## src/rtl/axi4_rd_arbiter_if.sv

```systemverilog
// rtl/axi4_rd_arbiter_if.sv - two-requester AXI4 read bus bundle seen by the read arbiter
interface axi4_rd_arbiter_if #(
   parameter int ADDR_W = 32
);
   logic              inport0_arvalid_i;
   logic [ADDR_W-1:0] inport0_araddr_i;
   logic [3:0]        inport0_arid_i;
   logic [7:0]        inport0_arlen_i;
   logic [1:0]        inport0_arburst_i;
   logic              inport0_arready_o;
   logic              inport0_rvalid_o;
   logic [31:0]       inport0_rdata_o;
   logic [1:0]        inport0_rresp_o;
   logic [3:0]        inport0_rid_o;
   logic              inport0_rlast_o;
   logic              inport0_rready_i;

   logic              inport1_arvalid_i;
   logic [ADDR_W-1:0] inport1_araddr_i;
   logic [3:0]        inport1_arid_i;
   logic [7:0]        inport1_arlen_i;
   logic [1:0]        inport1_arburst_i;
   logic              inport1_arready_o;
   logic              inport1_rvalid_o;
   logic [31:0]       inport1_rdata_o;
   logic [1:0]        inport1_rresp_o;
   logic [3:0]        inport1_rid_o;
   logic              inport1_rlast_o;
   logic              inport1_rready_i;

   logic              outport_arvalid_o;
   logic [ADDR_W-1:0] outport_araddr_o;
   logic [3:0]        outport_arid_o;
   logic [7:0]        outport_arlen_o;
   logic [1:0]        outport_arburst_o;
   logic              outport_arready_i;
   logic              outport_rvalid_i;
   logic [31:0]       outport_rdata_i;
   logic [1:0]        outport_rresp_i;
   logic [3:0]        outport_rid_i;
   logic              outport_rlast_i;
   logic              outport_rready_o;

   // arbiter side
   modport slave (
      input  inport0_arvalid_i, inport0_araddr_i, inport0_arid_i, inport0_arlen_i,
             inport0_arburst_i, inport0_rready_i,
      output inport0_arready_o, inport0_rvalid_o, inport0_rdata_o, inport0_rresp_o,
             inport0_rid_o, inport0_rlast_o,
      input  inport1_arvalid_i, inport1_araddr_i, inport1_arid_i, inport1_arlen_i,
             inport1_arburst_i, inport1_rready_i,
      output inport1_arready_o, inport1_rvalid_o, inport1_rdata_o, inport1_rresp_o,
             inport1_rid_o, inport1_rlast_o,
      output outport_arvalid_o, outport_araddr_o, outport_arid_o, outport_arlen_o,
             outport_arburst_o, outport_rready_o,
      input  outport_arready_i, outport_rvalid_i, outport_rdata_i, outport_rresp_i,
             outport_rid_i, outport_rlast_i
   );

   // requesters plus DDR side, as driven by an environment
   modport master (
      output inport0_arvalid_i, inport0_araddr_i, inport0_arid_i, inport0_arlen_i,
             inport0_arburst_i, inport0_rready_i,
      input  inport0_arready_o, inport0_rvalid_o, inport0_rdata_o, inport0_rresp_o,
             inport0_rid_o, inport0_rlast_o,
      output inport1_arvalid_i, inport1_araddr_i, inport1_arid_i, inport1_arlen_i,
             inport1_arburst_i, inport1_rready_i,
      input  inport1_arready_o, inport1_rvalid_o, inport1_rdata_o, inport1_rresp_o,
             inport1_rid_o, inport1_rlast_o,
      input  outport_arvalid_o, outport_araddr_o, outport_arid_o, outport_arlen_o,
             outport_arburst_o, outport_rready_o,
      output outport_arready_i, outport_rvalid_i, outport_rdata_i, outport_rresp_i,
             outport_rid_i, outport_rlast_i
   );
endinterface

```

## src/rtl/axi4_rd_arbiter.sv

```systemverilog
// rtl/axi4_rd_arbiter.sv - two-port AXI4 read arbiter, fixed priority with port-1 starvation guard
module axi4_rd_arbiter #(
   parameter int STARVE_MAX = 4,
   parameter int ADDR_W     = 32
) (
   input  logic             clk_i,
   input  logic             rst_i,
   axi4_rd_arbiter_if.slave bus
);
   typedef enum logic [1:0] {IDLE, ADDR, DATA} state_t;

   localparam logic [7:0] STARVE_LIM = 8'(STARVE_MAX);

   state_t            state_q, state_d;
   logic              grant_q, grant_d;
   logic [7:0]        starve_q, starve_d;
   logic [ADDR_W-1:0] araddr_q, araddr_d;
   logic [3:0]        arid_q, arid_d;
   logic [7:0]        arlen_q, arlen_d;
   logic [1:0]        arburst_q, arburst_d;
   logic              win_valid;
   logic              win_sel;
   logic              rready_sel;

   // Pick a winner from the live requests; port 1 only beats port 0 once it has starved
   always_comb begin
      win_valid = bus.inport0_arvalid_i | bus.inport1_arvalid_i;
      win_sel   = 1'b0;
      if (bus.inport0_arvalid_i && bus.inport1_arvalid_i) begin
         win_sel = (starve_q == STARVE_LIM);
      end else begin
         win_sel = bus.inport1_arvalid_i;
      end
   end

   // Next state, grant/payload capture, starvation bookkeeping and AR/R handshake strobes
   always_comb begin
      state_d               = state_q;
      grant_d               = grant_q;
      starve_d              = starve_q;
      araddr_d              = araddr_q;
      arid_d                = arid_q;
      arlen_d               = arlen_q;
      arburst_d             = arburst_q;
      rready_sel            = grant_q ? bus.inport1_rready_i : bus.inport0_rready_i;
      bus.inport0_arready_o = 1'b0;
      bus.inport1_arready_o = 1'b0;
      bus.outport_arvalid_o = 1'b0;
      bus.outport_rready_o  = 1'b0;
      unique case (state_q)
         IDLE: begin
            if (win_valid) begin
               grant_d = win_sel;
               state_d = ADDR;
               if (win_sel) begin
                  bus.inport1_arready_o = 1'b1;
                  araddr_d              = bus.inport1_araddr_i;
                  arid_d                = bus.inport1_arid_i;
                  arlen_d               = bus.inport1_arlen_i;
                  arburst_d             = bus.inport1_arburst_i;
                  starve_d              = 8'd0;
               end else begin
                  bus.inport0_arready_o = 1'b1;
                  araddr_d              = bus.inport0_araddr_i;
                  arid_d                = bus.inport0_arid_i;
                  arlen_d               = bus.inport0_arlen_i;
                  arburst_d             = bus.inport0_arburst_i;
                  if (bus.inport1_arvalid_i) begin
                     starve_d = (starve_q >= STARVE_LIM) ? STARVE_LIM : starve_q + 8'd1;
                  end
               end
            end
         end
         ADDR: begin
            bus.outport_arvalid_o = 1'b1;
            if (bus.outport_arready_i) begin
               state_d = DATA;
            end
         end
         DATA: begin
            bus.outport_rready_o = rready_sel;
            if (bus.outport_rvalid_i && rready_sel && bus.outport_rlast_i) begin
               state_d = IDLE;
            end
         end
         default: state_d = IDLE;
      endcase
   end

   // Beats go only to the granted port and only while its burst is in flight
   always_comb begin
      bus.inport0_rvalid_o = 1'b0;
      bus.inport0_rlast_o  = 1'b0;
      bus.inport1_rvalid_o = 1'b0;
      bus.inport1_rlast_o  = 1'b0;
      bus.inport0_rdata_o  = bus.outport_rdata_i;
      bus.inport0_rresp_o  = bus.outport_rresp_i;
      bus.inport0_rid_o    = bus.outport_rid_i;
      bus.inport1_rdata_o  = bus.outport_rdata_i;
      bus.inport1_rresp_o  = bus.outport_rresp_i;
      bus.inport1_rid_o    = bus.outport_rid_i;
      if (state_q == DATA) begin
         if (grant_q) begin
            bus.inport1_rvalid_o = bus.outport_rvalid_i;
            bus.inport1_rlast_o  = bus.outport_rlast_i;
         end else begin
            bus.inport0_rvalid_o = bus.outport_rvalid_i;
            bus.inport0_rlast_o  = bus.outport_rlast_i;
         end
      end
   end

   assign bus.outport_araddr_o  = araddr_q;
   assign bus.outport_arid_o    = arid_q;
   assign bus.outport_arlen_o   = arlen_q;
   assign bus.outport_arburst_o = arburst_q;

   // State, grant and captured AR payload; reset abandons any burst in flight
   always_ff @(posedge clk_i) begin
      if (rst_i) begin
         state_q   <= IDLE;
         grant_q   <= 1'b0;
         starve_q  <= 8'd0;
         araddr_q  <= '0;
         arid_q    <= 4'd0;
         arlen_q   <= 8'd0;
         arburst_q <= 2'd0;
      end else begin
         state_q   <= state_d;
         grant_q   <= grant_d;
         starve_q  <= starve_d;
         araddr_q  <= araddr_d;
         arid_q    <= arid_d;
         arlen_q   <= arlen_d;
         arburst_q <= arburst_d;
      end
   end
endmodule

```

## src/flat_wrapper.sv

```systemverilog
// flat-port wrapper written by rule: the top's interface ports become plain ports
module axi4_rd_arbiter_flat 
#(
   parameter int STARVE_MAX = 4,
   parameter int ADDR_W     = 32
)
  (clk_i, rst_i, bus_inport0_arvalid_i, bus_inport0_araddr_i, bus_inport0_arid_i, bus_inport0_arlen_i, bus_inport0_arburst_i, bus_inport0_rready_i, bus_inport0_arready_o, bus_inport0_rvalid_o, bus_inport0_rdata_o, bus_inport0_rresp_o, bus_inport0_rid_o, bus_inport0_rlast_o, bus_inport1_arvalid_i, bus_inport1_araddr_i, bus_inport1_arid_i, bus_inport1_arlen_i, bus_inport1_arburst_i, bus_inport1_rready_i, bus_inport1_arready_o, bus_inport1_rvalid_o, bus_inport1_rdata_o, bus_inport1_rresp_o, bus_inport1_rid_o, bus_inport1_rlast_o, bus_outport_arvalid_o, bus_outport_araddr_o, bus_outport_arid_o, bus_outport_arlen_o, bus_outport_arburst_o, bus_outport_rready_o, bus_outport_arready_i, bus_outport_rvalid_i, bus_outport_rdata_i, bus_outport_rresp_i, bus_outport_rid_i, bus_outport_rlast_i);
  axi4_rd_arbiter_if #(.ADDR_W(ADDR_W)) bus_i ();
  input  logic clk_i;
  input  logic rst_i;
  input wire logic [$bits(bus_i.inport0_arvalid_i)-1:0] bus_inport0_arvalid_i;
  input wire logic [$bits(bus_i.inport0_araddr_i)-1:0] bus_inport0_araddr_i;
  input wire logic [$bits(bus_i.inport0_arid_i)-1:0] bus_inport0_arid_i;
  input wire logic [$bits(bus_i.inport0_arlen_i)-1:0] bus_inport0_arlen_i;
  input wire logic [$bits(bus_i.inport0_arburst_i)-1:0] bus_inport0_arburst_i;
  input wire logic [$bits(bus_i.inport0_rready_i)-1:0] bus_inport0_rready_i;
  output wire logic [$bits(bus_i.inport0_arready_o)-1:0] bus_inport0_arready_o;
  output wire logic [$bits(bus_i.inport0_rvalid_o)-1:0] bus_inport0_rvalid_o;
  output wire logic [$bits(bus_i.inport0_rdata_o)-1:0] bus_inport0_rdata_o;
  output wire logic [$bits(bus_i.inport0_rresp_o)-1:0] bus_inport0_rresp_o;
  output wire logic [$bits(bus_i.inport0_rid_o)-1:0] bus_inport0_rid_o;
  output wire logic [$bits(bus_i.inport0_rlast_o)-1:0] bus_inport0_rlast_o;
  input wire logic [$bits(bus_i.inport1_arvalid_i)-1:0] bus_inport1_arvalid_i;
  input wire logic [$bits(bus_i.inport1_araddr_i)-1:0] bus_inport1_araddr_i;
  input wire logic [$bits(bus_i.inport1_arid_i)-1:0] bus_inport1_arid_i;
  input wire logic [$bits(bus_i.inport1_arlen_i)-1:0] bus_inport1_arlen_i;
  input wire logic [$bits(bus_i.inport1_arburst_i)-1:0] bus_inport1_arburst_i;
  input wire logic [$bits(bus_i.inport1_rready_i)-1:0] bus_inport1_rready_i;
  output wire logic [$bits(bus_i.inport1_arready_o)-1:0] bus_inport1_arready_o;
  output wire logic [$bits(bus_i.inport1_rvalid_o)-1:0] bus_inport1_rvalid_o;
  output wire logic [$bits(bus_i.inport1_rdata_o)-1:0] bus_inport1_rdata_o;
  output wire logic [$bits(bus_i.inport1_rresp_o)-1:0] bus_inport1_rresp_o;
  output wire logic [$bits(bus_i.inport1_rid_o)-1:0] bus_inport1_rid_o;
  output wire logic [$bits(bus_i.inport1_rlast_o)-1:0] bus_inport1_rlast_o;
  output wire logic [$bits(bus_i.outport_arvalid_o)-1:0] bus_outport_arvalid_o;
  output wire logic [$bits(bus_i.outport_araddr_o)-1:0] bus_outport_araddr_o;
  output wire logic [$bits(bus_i.outport_arid_o)-1:0] bus_outport_arid_o;
  output wire logic [$bits(bus_i.outport_arlen_o)-1:0] bus_outport_arlen_o;
  output wire logic [$bits(bus_i.outport_arburst_o)-1:0] bus_outport_arburst_o;
  output wire logic [$bits(bus_i.outport_rready_o)-1:0] bus_outport_rready_o;
  input wire logic [$bits(bus_i.outport_arready_i)-1:0] bus_outport_arready_i;
  input wire logic [$bits(bus_i.outport_rvalid_i)-1:0] bus_outport_rvalid_i;
  input wire logic [$bits(bus_i.outport_rdata_i)-1:0] bus_outport_rdata_i;
  input wire logic [$bits(bus_i.outport_rresp_i)-1:0] bus_outport_rresp_i;
  input wire logic [$bits(bus_i.outport_rid_i)-1:0] bus_outport_rid_i;
  input wire logic [$bits(bus_i.outport_rlast_i)-1:0] bus_outport_rlast_i;
  assign bus_i.inport0_arvalid_i = bus_inport0_arvalid_i;
  assign bus_i.inport0_araddr_i = bus_inport0_araddr_i;
  assign bus_i.inport0_arid_i = bus_inport0_arid_i;
  assign bus_i.inport0_arlen_i = bus_inport0_arlen_i;
  assign bus_i.inport0_arburst_i = bus_inport0_arburst_i;
  assign bus_i.inport0_rready_i = bus_inport0_rready_i;
  assign bus_inport0_arready_o = bus_i.inport0_arready_o;
  assign bus_inport0_rvalid_o = bus_i.inport0_rvalid_o;
  assign bus_inport0_rdata_o = bus_i.inport0_rdata_o;
  assign bus_inport0_rresp_o = bus_i.inport0_rresp_o;
  assign bus_inport0_rid_o = bus_i.inport0_rid_o;
  assign bus_inport0_rlast_o = bus_i.inport0_rlast_o;
  assign bus_i.inport1_arvalid_i = bus_inport1_arvalid_i;
  assign bus_i.inport1_araddr_i = bus_inport1_araddr_i;
  assign bus_i.inport1_arid_i = bus_inport1_arid_i;
  assign bus_i.inport1_arlen_i = bus_inport1_arlen_i;
  assign bus_i.inport1_arburst_i = bus_inport1_arburst_i;
  assign bus_i.inport1_rready_i = bus_inport1_rready_i;
  assign bus_inport1_arready_o = bus_i.inport1_arready_o;
  assign bus_inport1_rvalid_o = bus_i.inport1_rvalid_o;
  assign bus_inport1_rdata_o = bus_i.inport1_rdata_o;
  assign bus_inport1_rresp_o = bus_i.inport1_rresp_o;
  assign bus_inport1_rid_o = bus_i.inport1_rid_o;
  assign bus_inport1_rlast_o = bus_i.inport1_rlast_o;
  assign bus_outport_arvalid_o = bus_i.outport_arvalid_o;
  assign bus_outport_araddr_o = bus_i.outport_araddr_o;
  assign bus_outport_arid_o = bus_i.outport_arid_o;
  assign bus_outport_arlen_o = bus_i.outport_arlen_o;
  assign bus_outport_arburst_o = bus_i.outport_arburst_o;
  assign bus_outport_rready_o = bus_i.outport_rready_o;
  assign bus_i.outport_arready_i = bus_outport_arready_i;
  assign bus_i.outport_rvalid_i = bus_outport_rvalid_i;
  assign bus_i.outport_rdata_i = bus_outport_rdata_i;
  assign bus_i.outport_rresp_i = bus_outport_rresp_i;
  assign bus_i.outport_rid_i = bus_outport_rid_i;
  assign bus_i.outport_rlast_i = bus_outport_rlast_i;
  axi4_rd_arbiter #(.STARVE_MAX(STARVE_MAX), .ADDR_W(ADDR_W)) u_core (.clk_i(clk_i), .rst_i(rst_i), .bus(bus_i));
endmodule
```

## config.mk

```make
export PLATFORM = sky130hd
export DESIGN_NAME = axi4_rd_arbiter_flat
export DESIGN_NICKNAME = d
export VERILOG_FILES = /design/src/rtl/axi4_rd_arbiter_if.sv /design/src/rtl/axi4_rd_arbiter.sv /design/src/flat_wrapper.sv
export SDC_FILE = /design/constraint.sdc
export NUM_CORES = 1
export LEC_CHECK = 0
export CORE_ASPECT_RATIO = 1.25
export CORE_MARGIN = 4
export CORE_UTILIZATION = 34
export DETAILED_ROUTE_END_ITERATION = 7
export PLACE_DENSITY = 0.81
export REMOVE_ABC_BUFFERS = 1
export SLEW_MARGIN = 0
export SYNTH_ARGS = -nofsm -noshare
export SYNTH_HDL_FRONTEND = slang
export SYNTH_SLANG_ARGS = --single-unit
```

## constraint.sdc

```tcl
create_clock -name clk_i -period 2.1 [get_ports clk_i]
set_input_delay 0.63 -clock clk_i [delete_from_list [all_inputs] [get_ports clk_i]]
set_output_delay 0.63 -clock clk_i [all_outputs]
set_load 0.1 [all_outputs]
```

# Word level (Yosys, flattened, before mapping)
# Cells that the tools add are included.
# classes
add_sub_neg	1
n_lt_le_gt_ge	1
n_eq_ne	6
mux	29
n_bitwise	1
n_reduce_logical	8
# ops
op	count
$mux 32	1
$mux 8	4
$mux 1	18
$add 8x1->8 const B	1
$eq 8x3->1 const B	1
$ge 8x3->1 const B	1
$mux 2	4
$pmux 2 s3	1
$reduce_and 3->1	2
$mux 4	1
$ne 2x1->1 const B	2
$logic_and 1x1->1	3
$eq 2x1->1 const B	1
$eq 2x2->1 const B	1
$logic_not 2->1	1
$ne 2x2->1 const B	1
$reduce_and 2->1	1
$reduce_bool 2->1	1
$or 1x1->1	1
# totals
register_bits	57
out_inout_bits	130
wordCells	53

# Logic depth before layout (Yosys ltp)
# depth
word_depth	5
ltp_mapped	8
mapped_depth_nobuf	6

# Least setup slack after synthesis
# No wires, ideal clock.
# synth_timing
path_type	in2out
start	input bus_outport_rlast_i
end	output bus_inport0_rlast_o
t_arrival_ns	2.812
required_ns	1.470
setup_slack_ns	-1.342
stages	1
path_cell_list	nor3b_1
# synth_via
elab_chain_cells	2
# synth_rtl
element	line_no	source
start, declared	flat_wrapper.sv:46	input wire logic [$bits(bus_i.outport_rlast_i)-1:0] bus_outport_rlast_i;
$mux 1	axi4_rd_arbiter.sv:103	if (grant_q) begin
$mux 1	axi4_rd_arbiter.sv:102	if (state_q == DATA) begin
end, declared	flat_wrapper.sv:22	output wire logic [$bits(bus_i.inport0_rlast_o)-1:0] bus_inport0_rlast_o;
# No other way between the ends.

# Final worst setup path
# layout_timing
start	register u_core.starve_q[1]
end	output bus_inport0_arready_o
# layout_via
elab_chain_cells	5
# layout_rtl
element	line_no	source
start, declared	axi4_rd_arbiter.sv:16	logic [7:0] starve_q, starve_d;
start signal, assigned	axi4_rd_arbiter.sv:131	starve_q <= starve_d;
$eq 8x3->1	axi4_rd_arbiter.sv:30	win_sel = (starve_q == STARVE_LIM);
$mux 1	axi4_rd_arbiter.sv:29	if (bus.inport0_arvalid_i && bus.inport1_arvalid_i) begin
$mux 1	axi4_rd_arbiter.sv:55	if (win_sel) begin
$mux 1	axi4_rd_arbiter.sv:52	if (win_valid) begin
$mux 1	axi4_rd_arbiter.sv:50	unique case (state_q)
end, declared	flat_wrapper.sv:17	output wire logic [$bits(bus_i.inport0_arready_o)-1:0] bus_inport0_arready_o;
# No other way between the ends.

==> results.md <==
* Status: finished, violations left
* Violated checks: negative setup slack
* Clk sink count at 57
* Syn Std Cell Area at 0.00351 mm2
* Maximum number of pins on one net before global-route repair at 30
* Grt ovf at 0
* Num CTS Buffers at 9
* Cts hold-fix bufs at 0
* Vias per cell at 5.11
* Layout area overhead at 61.8%
* Post-synth EDFFs at 0
* GP Congestion at 0.957
* Initial antenna violation count at 0
* #FFs+latches synth at 57
* Die area at 0.0120 mm2
* H-tree levels at 3
* Slowest cell on crit path: dfxtp_2
* Worst-Margin Slew at 440 ps
* CTS tree: yes
* Commonest non-fill, non-tap cells in the layout: clkdlybuf4s50_1 (93), buf_12 (58), nand2_1 (54), dfxtp_1 (54), nor2_1 (52)
* Synth Area per Inst at 8.58 um2
* Drt total wl at 14.6 mm
* Final antenna-violating net count at 0
* Post-Route M1 WL at 4.29 mm
* GRT Total Usage at 23.4%
* Router iterations before antenna repair at 4
* Worst-path cell chain: inv_2 > ha_4 > and4bb_1 > a21o_4 > nor2_4 > buf_12
* Netlist cell types at 42
* Async S/R FF share, synth at 0%
* DR vias at 3294
* Port bufs at 154
* Peak supply drop at 0.410 mV
* Rel. slew slack at 70.7%
* Final Hold Vio Count at 0
* Critical setup path kind: reg2out
* Met3 wirelength from detailed routing at 2.70 mm
* DIE WIDTH at 98.9 um
* Core area at 0.0101 mm2
* Register area share after synthesis at 32.5%
* # DRC at 0
* Site Rows at 41
* Die Y-Extent at 122 um
* Ys Warns at 0
* Crit path required time at 1470 ps
* Worst-path clk slew at 50 ps
* Post-synthesis cell count at 409
* Root Buffer: clkbuf_16
* Initial drt markers at 77
* Period minus WS final at 2200 ps
* TNS Setup at -121 ps
* Maximum single-stage delay on the critical path at 330 ps
* Power per standard cell area at 863 mW/mm2
* CTS max path bufs at 2
* Effective utilization at floorplan at 34.7%
* Clk Latency, worst-skew pair at 320 ps
* Tot Pwr at 4.90 mW
* Worst hold path type: reg2reg
* Unrepaired setup endpoints after global routing: true
* Leak at 2.24 nW
* Max Clk Rate at 0.455 GHz
* First-pass GRT wire length at 20.7 mm
* Most common library cell in the layout ignoring fill and taps: clkdlybuf4s50_1
* Top_reg_cell synth: dfxtp_1
* DP HPWL at 12.1 mm
* Final setup vio count at 2
* Vias in the first global route at 3454
* Final WS setup at -97.8 ps
* Top layer reached by signal wires: met5
* Crit path DAT at 1570 ps
* Share of cells above drive strength 1 at 37.1%
* Detail Route met2 WL at 7.24 mm
* Routed len/inst at 22.6 um
* Maxcap violations at 0
* Nets at 651
* Fin crit share at 105%
* Critical Path Sink Type: primary output
* Final-report max-slew violation count at 0
* Crit Path Max Fanout at 2
* Inserted Diodes at 0
* I/O Pins at 269
* Worst Clk Skew at 5.14 ps
* Crit start category: flop
report_power, final:
part           leakage, nW  switching (mW)  internal, mW  total, mW
Clock                0.124           0.543         0.804       1.35
Sequential           0.473           0.132          1.20       1.34
Combinational         1.65            1.34         0.874       2.22
per-stage QoR:
step	instance area (um2)	hold slack, ps	util (%)	setup WS (ps)	std cells
3_5_place_dp	5240	493	51.9	-518	613
4_1_cts	5660	501	56.0	-110	642
3_3_place_gp	5240	486	51.9	-503	613
6_report	5680	513	56.2	-97.8	644
5_1_grt	5680	534	56.2	-154	644
2_1_floorplan	2770	469	-	-3110	307
worst paths after layout:
kind                            slack, ps  cells after the start                              end                       startpoint
worst max register to register        150                     11   u_core.state_q[1]$_SDFFE_PP0P_      u_core.grant_q$_SDFFE_PP0P_
worst max-delay path                 -100                      6            bus_inport0_arready_o  u_core.starve_q[1]$_SDFFE_PP0P_
worst min register to register        510                      2  u_core.starve_q[7]$_SDFFE_PP0P_  u_core.starve_q[7]$_SDFFE_PP0P_
worst min-delay path                  510                      2  u_core.starve_q[7]$_SDFFE_PP0P_  u_core.starve_q[7]$_SDFFE_PP0P_
layer usage:
metal	up-vias	global-route usage, %
met5	-	5.13
met4	2	6.40
met3	25	20.3
met2	237	40.0
met1	1512	20.0
li1	1518	-
flip-flops by register name, summed over array words and instances (netlist names):
register / count
u_core.grant_q: 1
u_core.state_q: 2
u_core.bus.outport_arlen_o: 8
u_core.bus.outport_arid_o: 4
u_core.starve_q: 8
u_core.bus.outport_arburst_o: 2
u_core.bus.outport_araddr_o: 32
cells by family after synthesis:
family / share of synthesized area (%)
flip-flops: 32.5
AO/OA/AOI/OAI: 27.0
AND/OR/NAND/NOR: 17.1
multiplexers: 0.285
XOR/XNOR: 0.749
buffers and inverters: 21.6
adder cells (fa/ha/maj): 0.713
critical path: cells and delay by family, from the launching register on:
family	cells	cell delay [ps]
flops	1	330
compound gates	1	220
fa+ha+maj	1	150
simple gates	2	310
buf+inv	2	230
repair_timing:
action                                  in CTS  in global routing
setup buffers                               13                  2
gates resized for setup                     23                  2
pin swaps                                    5                  1
endpoints found under the setup margin      37                  4
cloned                                       0                  0
Yosys cell counts (all sizes together) (2+ instances only):
cell    instances  area share, %
a211oi         46             14
nand2b          2           0.36
ha              2           0.71
nor2           54            5.8
nor3b           3           0.78
xnor2           2           0.50
clkbuf         11            1.2
nor2b           3           0.53
and3            2           0.36
a21oi          54             11
inv             4           0.43
o21ai           2           0.28
dfxtp          57             33
buf            91             20
nand4           3           0.53
a21o            2           0.64
nand2          54            5.8
nor3            3           0.43
final cells by class:
cell class	count	area [um2]
clock buffers	9	225
clock inverters	7	56.3
fillers	844	4430
inverters	4	15.0
multi-input cells	246	1670
flip-flops and latches	57	1140
well taps	129	161
repair buffers	192	2410
Note: power is estimated with default switching activity, not from simulation.
